$ cat src/rtl/zest_spi_arbiter_if.sv
// Bundle of requester-side and SPI-master-side signals for zest_spi_arbiter.
// master: the arbiter's view; slave: the surrounding requesters and SPI master.
interface zest_spi_arbiter_if #(
  parameter int DW = 24
);
  logic          req0;
  logic [DW-1:0] wdata0;
  logic          ack0;
  logic          req1;
  logic [DW-1:0] wdata1;
  logic          ack1;
  logic [DW-1:0] rdata;
  logic          err;
  logic          owner;
  logic          busy;
  logic          spi_start;
  logic [DW-1:0] spi_wdata;
  logic          spi_busy;
  logic          spi_done;
  logic [DW-1:0] spi_rdata;

  modport master (
    input  req0, wdata0, req1, wdata1, spi_busy, spi_done, spi_rdata,
    output ack0, ack1, rdata, err, owner, busy, spi_start, spi_wdata
  );

  modport slave (
    output req0, wdata0, req1, wdata1, spi_busy, spi_done, spi_rdata,
    input  ack0, ack1, rdata, err, owner, busy, spi_start, spi_wdata
  );
endinterface

$ cat src/rtl/zest_spi_arbiter.sv
// Round-robin arbiter sharing one SPI master between the local-bus host (port 0)
// and the monitor poller (port 1). Optional WAIT timeout: define ZEST_SPI_ARB_TIMEOUT_EN.
module zest_spi_arbiter #(
  parameter int DW          = 24,
  parameter int TIMEOUT_CYC = 4096
) (
  input  logic               clk,
  input  logic               rst,
  zest_spi_arbiter_if.master bus
);

  typedef enum logic [1:0] {S_IDLE, S_START, S_WAIT, S_DONE} state_t;

  state_t        state;
  logic          owner_q;
  logic          busy_q;
  logic          spi_start_q;
  logic [DW-1:0] spi_wdata_q;
  logic          ack0_q;
  logic          ack1_q;
  logic [DW-1:0] rdata_q;
  logic          err_q;
  logic          win;
  logic          to_hit;

  // With both ports requesting, the port that did not win last time gets it.
  assign win = (bus.req0 & bus.req1) ? ~owner_q : bus.req1;

`ifdef ZEST_SPI_ARB_TIMEOUT_EN
  localparam int CW = $clog2(TIMEOUT_CYC + 1);

  logic [CW-1:0] wait_cnt;

  always_ff @(posedge clk) begin
    if (rst)                  wait_cnt <= '0;
    else if (state == S_START) wait_cnt <= '0;
    else if (state == S_WAIT)  wait_cnt <= wait_cnt + CW'(1);
  end

  assign to_hit = (wait_cnt == CW'(TIMEOUT_CYC - 1));
`else
  localparam int unused_timeout_cyc = TIMEOUT_CYC;

  assign to_hit = 1'b0;
`endif

  // The SPI master's busy is status only; sequencing relies on spi_done.
  logic unused_spi_busy;
  assign unused_spi_busy = bus.spi_busy;

  always_ff @(posedge clk) begin
    // NOTE: every register in a clocked block uses <= so all of them see the
    // pre-edge values of each other, regardless of statement order.
    if (rst) begin
      state       <= S_IDLE;
      owner_q     <= 1'b1;
      busy_q      <= 1'b0;
      spi_start_q <= 1'b0;
      spi_wdata_q <= '0;
      ack0_q      <= 1'b0;
      ack1_q      <= 1'b0;
      rdata_q     <= '0;
      err_q       <= 1'b0;
    end else begin
      // NOTE: pulse outputs default low each cycle; only the state that owns a
      // pulse raises it, so nothing has to remember to clear it later.
      spi_start_q <= 1'b0;
      ack0_q      <= 1'b0;
      ack1_q      <= 1'b0;
      case (state)
        S_IDLE: begin
          if (bus.req0 | bus.req1) begin
            state       <= S_START;
            owner_q     <= win;
            spi_wdata_q <= win ? bus.wdata1 : bus.wdata0;
            spi_start_q <= 1'b1;
            busy_q      <= 1'b1;
          end
        end
        S_START: state <= S_WAIT;
        S_WAIT: begin
          // spi_done is checked first so it wins over a same-cycle timeout.
          if (bus.spi_done | to_hit) begin
            state  <= S_DONE;
            ack0_q <= ~owner_q;
            ack1_q <= owner_q;
            if (bus.spi_done) begin
              rdata_q <= bus.spi_rdata;
              err_q   <= 1'b0;
            end else begin
              rdata_q <= '1;
              err_q   <= 1'b1;
            end
          end
        end
        S_DONE: begin
          state  <= S_IDLE;
          busy_q <= 1'b0;
        end
        default: state <= S_IDLE;
      endcase
    end
  end

  assign bus.owner     = owner_q;
  assign bus.busy      = busy_q;
  assign bus.spi_start = spi_start_q;
  assign bus.spi_wdata = spi_wdata_q;
  assign bus.ack0      = ack0_q;
  assign bus.ack1      = ack1_q;
  assign bus.rdata     = rdata_q;
  assign bus.err       = err_q;

endmodule
$ cat src/flat_wrapper.sv
// flat-port wrapper written by rule: the top's interface ports become plain ports
module zest_spi_arbiter_flat 
#(
  parameter int DW          = 24,
  parameter int TIMEOUT_CYC = 4096
)
  (clk, rst, bus_req0, bus_wdata0, bus_req1, bus_wdata1, bus_spi_busy, bus_spi_done, bus_spi_rdata, bus_ack0, bus_ack1, bus_rdata, bus_err, bus_owner, bus_busy, bus_spi_start, bus_spi_wdata);
  zest_spi_arbiter_if #(.DW(DW)) bus_i ();
  input  logic clk;
  input  logic rst;
  input wire logic [$bits(bus_i.req0)-1:0] bus_req0;
  input wire logic [$bits(bus_i.wdata0)-1:0] bus_wdata0;
  input wire logic [$bits(bus_i.req1)-1:0] bus_req1;
  input wire logic [$bits(bus_i.wdata1)-1:0] bus_wdata1;
  input wire logic [$bits(bus_i.spi_busy)-1:0] bus_spi_busy;
  input wire logic [$bits(bus_i.spi_done)-1:0] bus_spi_done;
  input wire logic [$bits(bus_i.spi_rdata)-1:0] bus_spi_rdata;
  output wire logic [$bits(bus_i.ack0)-1:0] bus_ack0;
  output wire logic [$bits(bus_i.ack1)-1:0] bus_ack1;
  output wire logic [$bits(bus_i.rdata)-1:0] bus_rdata;
  output wire logic [$bits(bus_i.err)-1:0] bus_err;
  output wire logic [$bits(bus_i.owner)-1:0] bus_owner;
  output wire logic [$bits(bus_i.busy)-1:0] bus_busy;
  output wire logic [$bits(bus_i.spi_start)-1:0] bus_spi_start;
  output wire logic [$bits(bus_i.spi_wdata)-1:0] bus_spi_wdata;
  assign bus_i.req0 = bus_req0;
  assign bus_i.wdata0 = bus_wdata0;
  assign bus_i.req1 = bus_req1;
  assign bus_i.wdata1 = bus_wdata1;
  assign bus_i.spi_busy = bus_spi_busy;
  assign bus_i.spi_done = bus_spi_done;
  assign bus_i.spi_rdata = bus_spi_rdata;
  assign bus_ack0 = bus_i.ack0;
  assign bus_ack1 = bus_i.ack1;
  assign bus_rdata = bus_i.rdata;
  assign bus_err = bus_i.err;
  assign bus_owner = bus_i.owner;
  assign bus_busy = bus_i.busy;
  assign bus_spi_start = bus_i.spi_start;
  assign bus_spi_wdata = bus_i.spi_wdata;
  zest_spi_arbiter #(.DW(DW), .TIMEOUT_CYC(TIMEOUT_CYC)) u_core (.clk(clk), .rst(rst), .bus(bus_i));
endmodule
$ cat config.mk
export PLATFORM = sky130hd
export DESIGN_NAME = zest_spi_arbiter_flat
export DESIGN_NICKNAME = d
export VERILOG_FILES = /design/src/rtl/zest_spi_arbiter_if.sv /design/src/rtl/zest_spi_arbiter.sv /design/src/flat_wrapper.sv
export SDC_FILE = /design/constraint.sdc
export NUM_CORES = 1
export LEC_CHECK = 0
export CAP_MARGIN = 25
export CELL_PAD_IN_SITES_DETAIL_PLACEMENT = 1
export CELL_PAD_IN_SITES_GLOBAL_PLACEMENT = 1
export CORE_AREA = 2 2 93 95
export DETAILED_ROUTE_END_ITERATION = 10
export DIE_AREA = 0 0 95 97
export HOLD_SLACK_MARGIN = 0.12
export PLACE_DENSITY = 0.87
export SLEW_MARGIN = 25
export SYNTH_ARGS = -nofsm -noshare
export SYNTH_HDL_FRONTEND = slang
export SYNTH_SLANG_ARGS = --single-unit
$ cat constraint.sdc
create_clock -name clk -period 2.4 [get_ports clk]
set_clock_uncertainty 0.2 [all_clocks]
set_input_delay 0.48 -clock clk [delete_from_list [all_inputs] [get_ports clk]]
set_output_delay 0.48 -clock clk [all_outputs]
set_load 0.01 [all_outputs]
==> results.cfg, run 1 <==
[clock_tree]
cts_sinks = 55
cts_setup_buffers = 0
cts_buffers = 5
cts_tree = built
post_cts_resized = 0
cts-root-buf = clkbuf_8
cts_buffer_depth = 2
hold_buffers = 0
worstSkewPairLatency_ps = 310
clk_pin_slew_worst_paths_ps = 110
h-tree-depth = 2

[floorplanning]
io_pins = 132
initial_core_util_pct = 26.53
dieArea_mm2 = 0.009215
die_h_um = 97
die_w_um = 95
core_area_mm2 = 0.008134
rows = 33

[logic_synthesis]
ys_ff_latch = 55
synth_common_cells = 76 x nand2_1, 74 x a21oi_1, 55 x dfxtp_1
synth_area_mm2 = 0.002158
netlist.top_cell.by_area = dfxtp_1
syn_inst = 272
yosysSeqAreaShare_pct = 51.01
synthArstFlopShare_pct = 0
synth_top_area_share_pct = 51.01
synth_most_common_cell = nand2_1
synth-edff-count = 0
ys_types = 23
ys.flop_type = dfxtp_1
synth_area_leaders = dfxtp_1 51%, a21oi_1 17%, nand2_1 13%, o21ai_0 5.8%, buf_2 1.9%
synth.avg_cell_area_um2 = 7.935
syn_nets = 353
yosysWarnings = 0

[placement]
pre_cts_ws_ps = 95.54
routabilityCongestion = 0.7001
dp_cells = 495
portBuffers = 129
postPlaceCellArea_mm2 = 0.003595
place_hpwl_um = 5555

[critical_path]
crit_type = flop to flop
rrSetupSlack_ps = 320
r2r_start = u_core.state[0]
arrival_ps = 2110
path_max_fanout = 24
crit_required_ps = 2430
worstSetupStartpoint = u_core.state[0]
reg2reg_to = u_core.bus.spi_wdata[22]
worstRegToRegCells = 5
critPathLaunchType = flop
crit_path_end_kind = flop
crit_end = u_core.bus.spi_wdata[22]

[detailed_routing]
dr.pass1.iters = 4
ant_nets = 0
routed_wl_um = 7583
viasPerCell = 4.740
num_vias = 2384
drc_errors = 0
drt_iter0_drc = 41
avgRoutedWirePerCell_um = 15.08

[layout]
area_growth_pct = 70.90
fin_area_mm2 = 0.003689
nFillCells = 952
layout.nets = 478
utilization_pct = 45.35
antenna_cells = 0
final_cells = 503
drive_gt1_share_pct = 5.025

[global_route]
antenna_found_initial = 0
met1_usage_pct = 18.34
grt_max_degree = 30
grt_overflow = 0
grt_use_met2_pct = 28.10
grt_pass1_vias = 2495
top_usage_layer = met2
grt_usage_pct = 16.18
grt_pass1_wl_um = 11900
use_met3_pct = 6.776

[timing]
slew_headroom_pct = 45.78
setup_violations = 0
rsz0062_at_grt = false
max_freq_ghz = 0.4802
worst_slew_pin_slew_ps = 813.3
tns_ps = 0
finalHoldViolations = 0
min_period_over_period_pct = 86.76
worst_slack_ps = 317.7
maxSlewViolCount = 0
min_period_ps = 2082
holdWs_ps = 261.1

[pwr]
powerDensity_mw_per_mm2 = 900.7
p_total_mw = 3.322
ir_drop_v = 0.0003708
p_leak_nw = 1.375

[run_status]
status = complete, no violations

[worst_hold_path]
hp-class = flop to flop

[job]
max_cap_violations = 0
[final cells by class]
class / count / area, um2 / share of cell area [%]
clock buffers: 5 / 68.82 / 1.866
clock inverters: 3 / 25.02 / 0.6784
inverters: 3 / 11.26 / 0.3053
multi-input cells: 194 / 942.2 / 25.54
flip-flops and latches: 55 / 1101 / 29.85
well taps: 105 / 131.4 / 3.562
repair buffers: 138 / 1409 / 38.20
[cell usage in the layout (no fill, tap or decap)]
cell             synthesis  final
a21bo_1                  1      1
a21boi_0                 1      1
a21boi_4                 1      1
a21oi_1                 74     74
and2_1                   1      1
and3_1                   2      2
buf_12                   0      4
buf_4                    5      5
clkbuf_8                 0      5
clkdlybuf4s50_1          0    129
clkinv_4                 0      2
clkinvlp_4               0      1
conb_1                   1      1
dfxtp_1                 55     55
ha_1                     3      3
inv_1                    3      3
mux2i_1                  1      1
nand2_1                 76     76
nor2_1                   2      2
nor2b_1                  1      1
nor3_1                   1      1
o21a_1                   1      1
o21ai_0                 25     25
o21ai_2                  1      1
o221a_2                  1      1
o32ai_1                  1      1
[worst min path at each step]
stage / from / to / slack (ps) / cells past startpoint
global route: u_core.bus.rdata[23] / u_core.bus.rdata[23] / 280 / 2
global placement: u_core.bus.rdata[12] / u_core.bus.rdata[12] / 240 / 2
detailed placement: u_core.bus.rdata[23] / u_core.bus.rdata[23] / 250 / 2
finish: u_core.bus.rdata[23] / u_core.bus.rdata[23] / 260 / 2
CTS: u_core.bus.rdata[10] / u_core.bus.rdata[10] / 270 / 2
floorplan: u_core.state[1] / u_core.state[1] / 270 / 2
[cells by family after synthesis]
group                    count (synthesis)  share of synthesized area, %
flip-flops                              55                         51.01
buffers and inverters                   23                         5.334
AO/OA/AOI/OAI                          106                         26.32
multiplexers                             1                        0.4638
AND/OR/NAND/NOR                         83                         14.96
other                                    1                        0.1737
adder cells (fa/ha/maj)                  3                         1.739
[registers in the layout, summed over array words and instances (netlist names)]
register / cells
u_core.bus.spi_start: 1
u_core.bus.busy: 1
u_core.bus.ack0: 1
u_core.bus.spi_wdata: 24
u_core.bus.rdata: 24
u_core.state: 2
u_core.bus.owner: 1
u_core.bus.ack1: 1
[critical path, stage by stage (launching register included)]
cell     delay, ps
dfxtp_1        350
inv_1           90
ha_1           300
o21a_1         710
o21ai_0        180
a21oi_1        160
[report_power, final]
group	leakage, nW	internal (mW)	switching, mW
Combinational	0.880	0.764	0.749
Clock	0.0443	0.210	0.322
Sequential	0.451	1.15	0.130
[metal layers]
layer / part of all wire, % / up-vias / wire [um]
met4: 0.71 / 0 / 54
met1: 42 / 1117 / 3155
met3: 10 / 4 / 769
met2: 48 / 102 / 3604
met5: 0 / - / 0
li1: - / 1161 / -
Power figures use the tool's default switching activity.
==> inputs of run 2 (changes only) <==
- CORE_AREA: 2 2 93 95 -> 2 2 103 105
- DIE_AREA: 0 0 95 97 -> 0 0 105 107
- PLACE_DENSITY: 0.87 -> 0.76
- clock period: 2.4 -> 1.75 ns (I/O delays scaled with it)
==> results.cfg, run 2 (same netlist as run 1, synthesis figures left out) <==
[floorplanning]
dieArea_mm2 = 0.01124
rows = 37
initial_core_util_pct = 21.39
io_pins = 132
die_h_um = 107
die_w_um = 105
core_area_mm2 = 0.01009

[placement]
postPlaceCellArea_mm2 = 0.003736
portBuffers = 129
place_hpwl_um = 5901
routabilityCongestion = 0.7408

[clock_tree]
h-tree-depth = 2
hold_buffers = 0
cts_tree = built
clk_pin_slew_worst_paths_ps = 100
cts-root-buf = clkbuf_8
worstSkewPairLatency_ps = 300
cts_buffer_depth = 2
cts_buffers = 5
cts_sinks = 55

[critical_path]
crit_path_end_kind = output port
crit_chain = clkdlybuf4s50_1
slowest_stage = clkdlybuf4s50_1
critPathMaxStageDelay_ps = 530
crit_family = buffers and inverters
crit_type = flop to output port
crit_required_ps = 1200
critPathBufInv = 1
critPathLaunchType = flop
path_max_fanout = 1
arrival_ps = 1160

[global_route]
grt_max_degree = 28
grt_usage_pct = 13.92
grt_pass1_vias = 2640
grt_overflow = 0
grt_pass1_wl_um = 12730
antenna_found_initial = 0

[detailed_routing]
num_vias = 2395
drc_errors = 0
routed_wl_um = 7832
ant_nets = 0
dr.pass1.iters = 4
viasPerCell = 4.427
drt_iter0_drc = 50
avgRoutedWirePerCell_um = 14.48

[layout]
regArea_mm2 = 0.001101
area_growth_pct = 75.65
antenna_cells = 0
layout_common_cells = 77 x clkdlybuf4s50_1, 76 x nand2_1, 74 x a21oi_1
fin_area_mm2 = 0.003791
drive_gt1_share_pct = 6.914
layout.nets = 485
utilization_pct = 37.57
final_common_cell = clkdlybuf4s50_1
nFillCells = 1241
multi_input_area_um2 = 944.7

[timing]
maxSlewViolCount = 0
max_freq_ghz = 0.5855
holdWs_ps = 257.3
min_period_over_period_pct = 97.59
min_period_ps = 1708
tns_ps = 0
finalHoldViolations = 0
setup_violations = 0
rsz0062_at_grt = false

[pwr]
ir_drop_v = 0.0004397
p_leak_nw = 1.700
powerDensity_mw_per_mm2 = 1200
p_total_mw = 4.549

[run_status]
status = complete, no violations

[job]
max_cap_violations = 0

[worst_hold_path]
hp-class = flop to flop
[run 2: changes by cell type in the layout (fill, tap and decap cells not counted), sizes merged]
cell / before / now
clkinv: 2 / 1
clkbuf: 5 / 6
dlygate4sd2: 0 / 47
buf: 9 / 16
clkdlybuf4s50: 129 / 77
dlymetal6s2s: 0 / 5
[run 2: cell type report]
| cell class | instances | area share, % |
|---|---|---|
| clock inverters | 2 | 0.4290 |
| flip-flops and latches | 55 | 29.04 |
| multi-input cells | 194 | 24.92 |
| well taps | 136 | 4.488 |
| inverters | 3 | 0.2970 |
| clock buffers | 6 | 2.178 |
| repair buffers | 145 | 38.65 |
[run 2: final timing paths]
| check | startpoint | to | slack [ps] | depth (start not counted) |
|---|---|---|---|---|
| min reg2reg | u_core.bus.rdata[3] | u_core.bus.rdata[3] | 260 | 2 |
| max reg2reg | u_core.state[0] | u_core.bus.spi_wdata[0] | 200 | 6 |
| max | u_core.bus.spi_start | bus_spi_start | 40 | 1 |
| min | u_core.bus.rdata[3] | u_core.bus.rdata[3] | 260 | 2 |
[run 2: metal layers]
metal	global-route usage [%]	wire length (um)	vias to the layer above
li1	-	-	1174
met1	14.49	3169	1119
met2	25.83	3796	98
met3	6.140	808	4
met4	2.952	57	0
met5	0	0	-
[run 2: timing repair]
| item | 4_1_cts | 5_1_grt |
|---|---|---|
| gates resized for setup | 47 | 7 |
| setup buffers | 0 | 0 |
| pin swaps | 0 | 0 |
| endpoints found under the setup margin | 47 | 12 |
| endpoints found under the hold margin | 0 | 0 |
[run 2: stage by stage]
step | setup WS [ps] | instances
2_1_floorplan | 254.5 | 272
3_3_place_gp | -128.8 | 533
3_5_place_dp | -171.1 | 533
4_1_cts | 0.5396 | 541
5_1_grt | 0.8071 | 541
6_report | 42.18 | 541
[run 2: report_power, final]
part           internal, mW  switching (mW)  total, mW
combinational         0.993            1.08       2.07
sequential             1.57           0.149       1.72
clock                 0.324           0.432      0.757
total                  2.89            1.66       4.55
==> inputs of run 3 (changes only) <==
--- a/config.mk
+++ b/config.mk
@@ -7,3 +7,3 @@
 export LEC_CHECK = 0
-export CAP_MARGIN = 25
+export CAP_MARGIN = 10
 export CELL_PAD_IN_SITES_DETAIL_PLACEMENT = 1
==> constraint.sdc (replaced) <==
create_clock -name clk -period 1.75 [get_ports clk]
set_clock_uncertainty 0.2 [all_clocks]
set_input_delay 0.175 -clock clk [delete_from_list [all_inputs] [get_ports clk]]
set_output_delay 0.175 -clock clk [all_outputs]
set_load 0.01 [all_outputs]
==> results.cfg, run 3 (same netlist as run 1, synthesis figures left out) <==
[pwr]
combPwrFrac_pct = 44.4
ir_drop_v = 0.0004897
power_frac_clock_pct = 20.3
powerDensity_mw_per_mm2 = 1304
internal-power_mw = 3.302
p_leak_nw = 1.416
switchingPower_mw = 1.668
p_total_mw = 4.970
sw_frac_of_total_pct = 33.56
seqPwrFrac_pct = 35.3

[critical_path]
critPathBufInv = 1
slowest_stage = clkdlybuf4s50_1
crit_path_end_kind = output port
crit_required_ps = 1370
critPathMaxStageDelay_ps = 570
path_max_fanout = 5
arrival_ps = 1280
crit_family = buffers and inverters
crit_type = flop to output port
critPathLaunchType = flop
crit_chain = clkdlybuf4s50_1

[layout]
fin_area_mm2 = 0.003811
drive_gt1_share_pct = 6.700
regArea_mm2 = 0.001102
final_common_cell = clkdlybuf4s50_1
multi_input_area_um2 = 944.7
nFillCells = 1202
layout_common_cells = 129 x clkdlybuf4s50_1, 76 x nand2_1, 74 x a21oi_1
antenna_cells = 0
area_growth_pct = 76.58
layout.nets = 483

[placement]
place_hpwl_um = 5838
portBuffers = 129
routabilityCongestion = 0.7274
postPlaceCellArea_mm2 = 0.003671

[global_route]
grt_overflow = 0
grt_pass1_wl_um = 12480
antenna_found_initial = 0
grt_max_degree = 28
grt_pass1_vias = 2529
grt_usage_pct = 13.87

[run_status]
status = complete, no violations

[detailed_routing]
ant_nets = 0
routed_wl_um = 7817
num_vias = 2380
drt_iter0_drc = 42
viasPerCell = 4.416
avgRoutedWirePerCell_um = 14.50
drc_errors = 0
dr.pass1.iters = 3

[timing]
maxSlewViolCount = 0
tns_ps = 0
max_freq_ghz = 0.6025
setup_violations = 0
min_period_over_period_pct = 94.84
rsz0062_at_grt = false
finalHoldViolations = 0
min_period_ps = 1660

[floorplanning]
rows = 37
initial_core_util_pct = 21.39
dieArea_mm2 = 0.01124
die_h_um = 107
io_pins = 132
die_w_um = 105
core_area_mm2 = 0.01009

[clock_tree]
worstSkewPairLatency_ps = 310
h-tree-depth = 2
cts_sinks = 55
cts-root-buf = clkbuf_8
cts_buffer_depth = 2
clk_pin_slew_worst_paths_ps = 110
cts_tree = built
cts_buffers = 5
hold_buffers = 0

[job]
max_cap_violations = 0

[worst_hold_path]
hp-class = primary input to flop
run 3: path summary, 6_finish.rpt:
path	startpoint	endpoint	slack (ps)	depth (start not counted)
worst max-delay path	u_core.bus.owner	bus_owner	90	1
worst min-delay path	bus_wdata0[1]	u_core.bus.spi_wdata[1]	190	3
worst max register to register	u_core.state[0]	u_core.bus.spi_wdata[2]	180	6
worst min register to register	u_core.bus.rdata[12]	u_core.bus.rdata[12]	260	2
run 3: final cells by class:
class	count	area share, %
tap	136	4.465
clock inverter	3	1.773
clock buffer	5	1.806
timing repair buffer	143	37.95
sequential	55	28.92
multi-input combinational	194	24.79
inverter	3	0.2955
run 3: repair_timing:
item / in CTS / in global routing
pin swaps: 0 / 0
resized for setup: 1 / 1
endpoints found under the setup margin: 1 / 19
hold endpoints to repair: 0 / 0
setup buffers: 0 / 0
gates cloned: 0 / 0
run 3: layer usage:
metal  vias to the layer above  global-route usage [%]  part of all wire [%]
met5                         -                       0                     0
met2                        98                   24.17                    47
met3                         5                   6.018                   9.6
met4                         0                   3.714                  0.74
met1                      1103                   15.45                    42
li1                       1174                       -                     -
run 3: power by group through the flow:
stage | logic, mW | registers [mW] | clock network (mW)
global route | 2.44 | 1.80 | 1.11
global placement | 2.17 | 1.76 | 0
floorplan | 0.850 | 1.90 | 0
detailed placement | 2.23 | 1.78 | 0
finish | 2.20 | 1.75 | 1.01
CTS | 2.24 | 1.76 | 1.07
run 3: metrics by stage:
step / worst slack [ps] / instances / utilization [%] / hold slack, ps
2_1_floorplan: 254.5 / 272 / - / 109.1
6_report: 90.31 / 539 / 37.76 / 194.8
4_1_cts: 62.79 / 539 / 37.74 / 180.2
3_3_place_gp: 56.84 / 531 / 36.37 / 242.3
5_1_grt: 20.00 / 539 / 37.76 / 175.1
3_5_place_dp: -0.1150 / 531 / 36.37 / 247.5
